==> config.mk <==
export PLATFORM = sky130hd
export DESIGN_NAME = fir_xifu_wb
export DESIGN_NICKNAME = d
export VERILOG_FILES = /design/src/rtl/fir_xifu_pkg.sv /design/src/rtl/fir_xifu_commit_table.sv /design/src/rtl/fir_xifu_wb.sv
export SDC_FILE = /design/constraint.sdc
export NUM_CORES = 1
export LEC_CHECK = 0
export BUFFER_PORTS_ARGS = -buffer_cell sky130_fd_sc_hd__buf_2
export CAP_MARGIN = 15
export CORE_AREA = 2 2 91 93
export DETAILED_ROUTE_END_ITERATION = 7
export DIE_AREA = 0 0 93 95
export MAX_ROUTING_LAYER = met4
export PLACE_DENSITY_LB_ADDON = 0.15
export SLEW_MARGIN = 25
export SYNTH_ARGS = -nofsm -noshare
export SYNTH_HDL_FRONTEND = slang
export SYNTH_SLANG_ARGS = --single-unit
==> constraint.sdc <==
create_clock -name clk_i -period 4.4 [get_ports clk_i]
set_input_delay 0.44 -clock clk_i [delete_from_list [all_inputs] [get_ports clk_i]]
set_output_delay 0.44 -clock clk_i [all_outputs]
set_load 0.005 [all_outputs]
==> src/rtl/fir_xifu_pkg.sv <==
// fir_xifu_pkg
// Shared types and constants for the FIR XIFU pipeline.
//   X_ID_WIDTH            : width of the X-interface instruction ID
//   NB_IDS                : number of distinct instruction IDs
//   fir_xifu_wb2regfile_t : WB -> XIFU regfile write port {write, rd, result}
//   fir_xifu_ex2wb_t      : EX -> WB payload held in the WB pipeline register
//   fir_xifu_commit_t     : X-interface commit channel payload
//   fir_xifu_result_t     : X-interface result channel payload
package fir_xifu_pkg;

    localparam int unsigned X_ID_WIDTH = 4;
    localparam int unsigned NB_IDS     = 2**X_ID_WIDTH;

    typedef logic [X_ID_WIDTH-1:0] x_id_t;

    typedef struct packed {
        logic        write;
        logic [4:0]  rd;
        logic [31:0] result;
    } fir_xifu_wb2regfile_t;

    typedef struct packed {
        x_id_t       id;
        logic [4:0]  rd;
        logic [31:0] result;
        logic        write_xrf;
        logic        write_core;
    } fir_xifu_ex2wb_t;

    typedef struct packed {
        x_id_t id;
        logic  kill;
    } fir_xifu_commit_t;

    typedef struct packed {
        x_id_t       id;
        logic [31:0] data;
        logic [4:0]  rd;
        logic        we;
    } fir_xifu_result_t;

endpackage

==> src/rtl/fir_xifu_commit_table.sv <==
// fir_xifu_commit_table
// Per-ID commit/kill status recorded from the X-interface commit channel,
// with a combinational lookup that also sees the commit arriving this cycle.
//   clk_i, rst_ni         : clock, async active-low reset
//   commit_valid_i/id/kill: raw commit channel (sets status[id])
//   clr_i, clr_id_i       : clear status of a retiring or dropped instruction
//   lookup_id_i           : ID of the instruction currently in WB
//   committed_o, killed_o : effective status of lookup_id_i
module fir_xifu_commit_table
    import fir_xifu_pkg::*;
#(
    parameter int unsigned X_ID_WIDTH = fir_xifu_pkg::X_ID_WIDTH,
    parameter int unsigned NB_IDS     = 2**X_ID_WIDTH
) (
    input  logic                  clk_i,
    input  logic                  rst_ni,
    input  logic                  commit_valid_i,
    input  logic [X_ID_WIDTH-1:0] commit_id_i,
    input  logic                  commit_kill_i,
    input  logic                  clr_i,
    input  logic [X_ID_WIDTH-1:0] clr_id_i,
    input  logic [X_ID_WIDTH-1:0] lookup_id_i,
    output logic                  committed_o,
    output logic                  killed_o
);

    logic [NB_IDS-1:0] committed_q;
    logic [NB_IDS-1:0] killed_q;
    logic              fwd_hit;

    // A commit that hits the instruction retiring or dropping in the same
    // cycle was already consumed through the forward path, so the clear
    // wins and nothing is left behind in the table.
    always_ff @(posedge clk_i or negedge rst_ni) begin
        if (!rst_ni) begin
            committed_q <= '0;
            killed_q    <= '0;
        end else begin
            for (int i = 0; i < NB_IDS; i++) begin
                if (clr_i && (clr_id_i == X_ID_WIDTH'(i))) begin
                    committed_q[i] <= 1'b0;
                    killed_q[i]    <= 1'b0;
                end else if (commit_valid_i && (commit_id_i == X_ID_WIDTH'(i))) begin
                    committed_q[i] <= ~commit_kill_i;
                    killed_q[i]    <= commit_kill_i;
                end
            end
        end
    end

    assign fwd_hit     = commit_valid_i && (commit_id_i == lookup_id_i);
    assign committed_o = fwd_hit ? ~commit_kill_i : committed_q[lookup_id_i];
    assign killed_o    = fwd_hit ?  commit_kill_i : killed_q[lookup_id_i];

    // An ID is committed or killed at most once per instruction.
    a_no_double_commit : assert property (@(posedge clk_i) disable iff (!rst_ni)
        commit_valid_i |-> !(committed_q[commit_id_i] || killed_q[commit_id_i]));

    // A clear and a set on the same ID is only legal as the forwarded case.
    a_no_set_clr_clash : assert property (@(posedge clk_i) disable iff (!rst_ni)
        (clr_i && commit_valid_i && (commit_id_i == clr_id_i))
            |-> !(committed_q[clr_id_i] || killed_q[clr_id_i]));

endmodule

==> src/rtl/fir_xifu_wb.sv <==
// fir_xifu_wb
// Writeback stage of the FIR XIFU: holds one EX result until the core
// commits (result + regfile write) or kills (silent drop) it.
//   clk_i, rst_ni          : clock, async active-low reset
//   ex_*                   : EX handshake and payload
//   commit_*               : X-interface commit channel (always accepted)
//   result_*               : X-interface result channel
//   wb2regfile_o           : one-cycle XIFU regfile write {write, rd, result}
// The pipeline register uses fir_xifu_ex2wb_t, whose ID width comes from
// the package; X_ID_WIDTH must therefore match fir_xifu_pkg::X_ID_WIDTH.
module fir_xifu_wb
    import fir_xifu_pkg::*;
#(
    parameter int unsigned X_ID_WIDTH = fir_xifu_pkg::X_ID_WIDTH,
    parameter int unsigned NB_IDS     = 2**X_ID_WIDTH
) (
    input  logic                  clk_i,
    input  logic                  rst_ni,
    input  logic                  ex_valid_i,
    output logic                  ex_ready_o,
    input  logic [X_ID_WIDTH-1:0] ex_id_i,
    input  logic [4:0]            ex_rd_i,
    input  logic [31:0]           ex_result_i,
    input  logic                  ex_write_xrf_i,
    input  logic                  ex_write_core_i,
    input  logic                  commit_valid_i,
    input  logic [X_ID_WIDTH-1:0] commit_id_i,
    input  logic                  commit_kill_i,
    output logic                  result_valid_o,
    input  logic                  result_ready_i,
    output logic [X_ID_WIDTH-1:0] result_id_o,
    output logic [31:0]           result_data_o,
    output logic [4:0]            result_rd_o,
    output logic                  result_we_o,
    output fir_xifu_wb2regfile_t  wb2regfile_o
);

    fir_xifu_ex2wb_t  wb_q;
    fir_xifu_commit_t commit;
    fir_xifu_result_t result;
    logic             valid_q;
    logic             eff_committed;
    logic             eff_killed;
    logic             result_valid;
    logic             retire;
    logic             drop;
    logic             load;

    assign commit = '{id: commit_id_i, kill: commit_kill_i};

    fir_xifu_commit_table #(
        .X_ID_WIDTH (X_ID_WIDTH),
        .NB_IDS     (NB_IDS)
    ) u_commit_table (
        .clk_i          (clk_i),
        .rst_ni         (rst_ni),
        .commit_valid_i (commit_valid_i),
        .commit_id_i    (commit.id),
        .commit_kill_i  (commit.kill),
        .clr_i          (retire | drop),
        .clr_id_i       (wb_q.id),
        .lookup_id_i    (wb_q.id),
        .committed_o    (eff_committed),
        .killed_o       (eff_killed)
    );

    assign drop         = valid_q & eff_killed;
    assign result_valid = valid_q & eff_committed & ~eff_killed;
    assign retire       = result_valid & result_ready_i;
    // Freeing the slot in the retire/drop cycle lets EX issue back-to-back.
    assign ex_ready_o   = ~valid_q | retire | drop;
    assign load         = ex_valid_i & ex_ready_o;

    always_ff @(posedge clk_i or negedge rst_ni) begin
        if (!rst_ni) begin
            valid_q <= 1'b0;
            wb_q    <= '0;
        end else begin
            if (load) begin
                valid_q <= 1'b1;
                wb_q    <= '{id:         ex_id_i,
                             rd:         ex_rd_i,
                             result:     ex_result_i,
                             write_xrf:  ex_write_xrf_i,
                             write_core: ex_write_core_i};
            end else if (retire || drop) begin
                valid_q <= 1'b0;
            end
        end
    end

    assign result = '{id: wb_q.id, data: wb_q.result, rd: wb_q.rd, we: wb_q.write_core};

    assign result_valid_o = result_valid;
    assign result_id_o    = result.id;
    assign result_data_o  = result.data;
    assign result_rd_o    = result.rd;
    assign result_we_o    = result.we;

    assign wb2regfile_o = '{write:  retire & wb_q.write_xrf,
                            rd:     wb_q.rd,
                            result: wb_q.result};

    // IDs in flight are unique, so EX never presents the ID held here.
    a_no_id_alias : assert property (@(posedge clk_i) disable iff (!rst_ni)
        (ex_valid_i && valid_q) |-> (ex_id_i != wb_q.id));

    a_result_stable : assert property (@(posedge clk_i) disable iff (!rst_ni)
        (result_valid_o && !result_ready_i) |=> (result_valid_o && $stable(result)));

endmodule
==> impl_metrics.ini <==
[power_and_ir_drop]
ir_drop_uv = 286
pwr-share-seq = 0.363
swShare = 0.370
p_clk_frac = 0.141
power_density_nw_per_um2 = 809
p_total_mw = 3.78
combPwrFrac = 0.496
p_int_mw = 2.38
leakage_nw = 2.31
p_sw_mw = 1.40

[sta]
finalSetupViolations = 0
finalSetupTns_ps = 0
skew_ps = 9.63
fin_crit_ps = 3180
slew_headroom = 0.482
tightest_slew_ps = 773
finalHoldViolations = 0
drv_slew = 0
rsz0062_at_grt = no
fin_crit_sh = 0.722
fmax_mhz = 315

[global_routing]
grt_pass1_vias = 2805
grt.busiest_layer = met2
use_met2 = 0.330
overflow = 0
use_met3 = 0.0367
antenna_found_initial = 0
grt_max_degree = 49
use_met1 = 0.283
grt_usage = 0.212
grt_pass1_wl_mm = 14.1

[die]
row_count = 33
core_area_um2 = 7930
die-height_um = 95
die_area_um2 = 8840
io_pins = 135
start_util = 0.544
die_w_um = 93

[cts]
worstSkewPairLatency_ps = 350
path_clk_slew_ps = 80
cts-root-buf = clkbuf_8
cts_sinks = 76
numCtsBuffers = 9
cts_max_level = 3
cts_tree = done
cts_hold_buf = 0
clockBufferDepth = 2
post-cts-setup-buffers = 0
cts_resized = 0

[finish]
layout_common_cells = buf_2 (133), dfrtp_1 (76), mux2_4 (40)
final_common_cell = buf_2
diodes = 0
syn_to_final_growth_pct = 8.51
drive_gt1_frac = 0.462
nets = 487

[routing]
first_iter_violations = 106
drtPass1Iterations = 4
drc = 0
vias = 2911
viasPerCell = 5.35
wirelength_mm = 8.88
route.antenna.remaining_nets = 0
wl_per_cell_um = 16.3

[job]
drv_cap = 0

[logic_synthesis]
syn_area_per_cell_um2 = 11.3
ys.warnings.count = 0
syn_inst = 381
synthTopCellsByArea = dfrtp_1 (44%), mux2_4 (14%), buf_4 (14%)
ys.flop_type = dfrtp_1
ys_ff_latch = 76
ys_types = 32
syn-num-nets = 434
yosysTopAreaCell = dfrtp_1
netlist.area_leader.share = 0.441
async_flop_share = 1.00
synth-edff-count = 0
synth_area_um2 = 4310
seq_area_frac_synth = 0.441

[critical_path]
path_buf_inv = 2
worst-setup-path-type = register to register
crit_fanout = 19
cp_slowest_cell = dfrtp_1
cp-end-kind = register
cp.arrival_ps = 3410
required_ps = 4630
worst_r2r_startpoint = result_id_o[0]$_DFFE_PN0P_
rrSetupSlack_ps = 1220
cpLargestDelayFamily = multiplexers
rr_endpoint = result_data_o[24]$_DFFE_PN0P_
reg2reg_depth = 7
start_kind = register
cpPeakStageDelay_ps = 790
worstPathCellList = mux4_2 -> o2111a_1 -> o31ai_4 -> a31oi_4 -> buf_16 -> buf_4 -> mux2_4

[hold_path]
hold_path_class = input pin to asynchronous set/reset pin

[placement]
gp_congestion = 0.918
dp_hpwl_mm = 6.26
port_buffers = 134

[status]
status = finished, final reports clean
power by group through the flow:
stage	Clock [mW]	Combinational, mW	Sequential (mW)
detailed placement	0	1.86	1.38
finish	0.534	1.88	1.37
CTS	0.544	1.87	1.37
global placement	0	1.82	1.37
floorplan	0	1.87	1.22
global route	0.574	2.06	1.42
flip-flops by register name (all words and copies together) (netlist names):
register / count
u_commit_table.killed_q: 16
wb_q: 1
result_we_o: 1
result_rd_o: 5
valid_q: 1
result_id_o: 4
result_data_o: 32
u_commit_table.committed_q: 16
worst max-delay path by stage:
stage | startpoint | to | slack, ps | cells past startpoint
after detailed placement | result_id_o[0]$_DFFE_PN0P_ | result_data_o[24]$_DFFE_PN0P_ | 980 | 7
after CTS | result_id_o[0]$_DFFE_PN0P_ | result_data_o[24]$_DFFE_PN0P_ | 950 | 7
after global placement | result_id_o[0]$_DFFE_PN0P_ | result_data_o[16]$_DFFE_PN0P_ | 1100 | 7
after global routing | result_id_o[0]$_DFFE_PN0P_ | result_data_o[24]$_DFFE_PN0P_ | 1060 | 8
final | result_id_o[0]$_DFFE_PN0P_ | result_data_o[24]$_DFFE_PN0P_ | 1220 | 7
after floorplan | result_id_o[0]$_DFFE_PN0P_ | result_data_o[0]$_DFFE_PN0P_ | 2090 | 7
cells in the mapped netlist, drive strengths merged, types with 7 or more instances:
cell type	count
clkbuf	10
mux4	7
buf	86
mux2	43
mux2i	8
nor3	12
nand2	21
dfrtp	76
a21oi	20
a22oi	13
nand2b	7
o21ai	28
nor2	25
final cells by class:
| class | count | area [um2] |
|---|---|---|
| fillers | 677 | 3250 |
| flip-flops and latches | 76 | 1900 |
| multi-input cells | 207 | 1710 |
| repair buffers | 138 | 723 |
| clock buffers | 10 | 138 |
| well taps | 105 | 131 |
| clock inverters | 6 | 63.8 |
| inverters | 2 | 7.51 |
kinds of logic after synthesis:
| kind of cell | after synthesis | synth area share |
|---|---|---|
| AO/OA/AOI/OAI | 67 | 0.0970 |
| XOR/XNOR | 4 | 0.00813 |
| buffers and inverters | 98 | 0.163 |
| flip-flops | 76 | 0.441 |
| multiplexers | 58 | 0.208 |
| AND/OR/NAND/NOR | 78 | 0.0833 |
through the flow:
| step | worst slack (ps) | utilization | area [um2] | hold WS [ps] | instances |
|---|---|---|---|---|---|
| final | 1220 | 0.590 | 4680 | 101 | 544 |
| after global routing | 1060 | 0.590 | 4680 | 147 | 544 |
| after CTS | 951 | 0.586 | 4650 | 110 | 543 |
| after detailed placement | 980 | 0.561 | 4450 | 492 | 527 |
| after global placement | 1100 | 0.560 | 4440 | 501 | 527 |
| after floorplan | 2090 | - | 4310 | 144 | 381 |
routing by layer:
| metal | vias up | routed length, um |
|---|---|---|
| li1 | 1361 | - |
| met1 | 1430 | 3960 |
| met2 | 110 | 4320 |
| met3 | 10 | 492 |
| met4 | 0 | 110 |
| met5 | - | 0 |
Power figures use the tool's default switching activity.
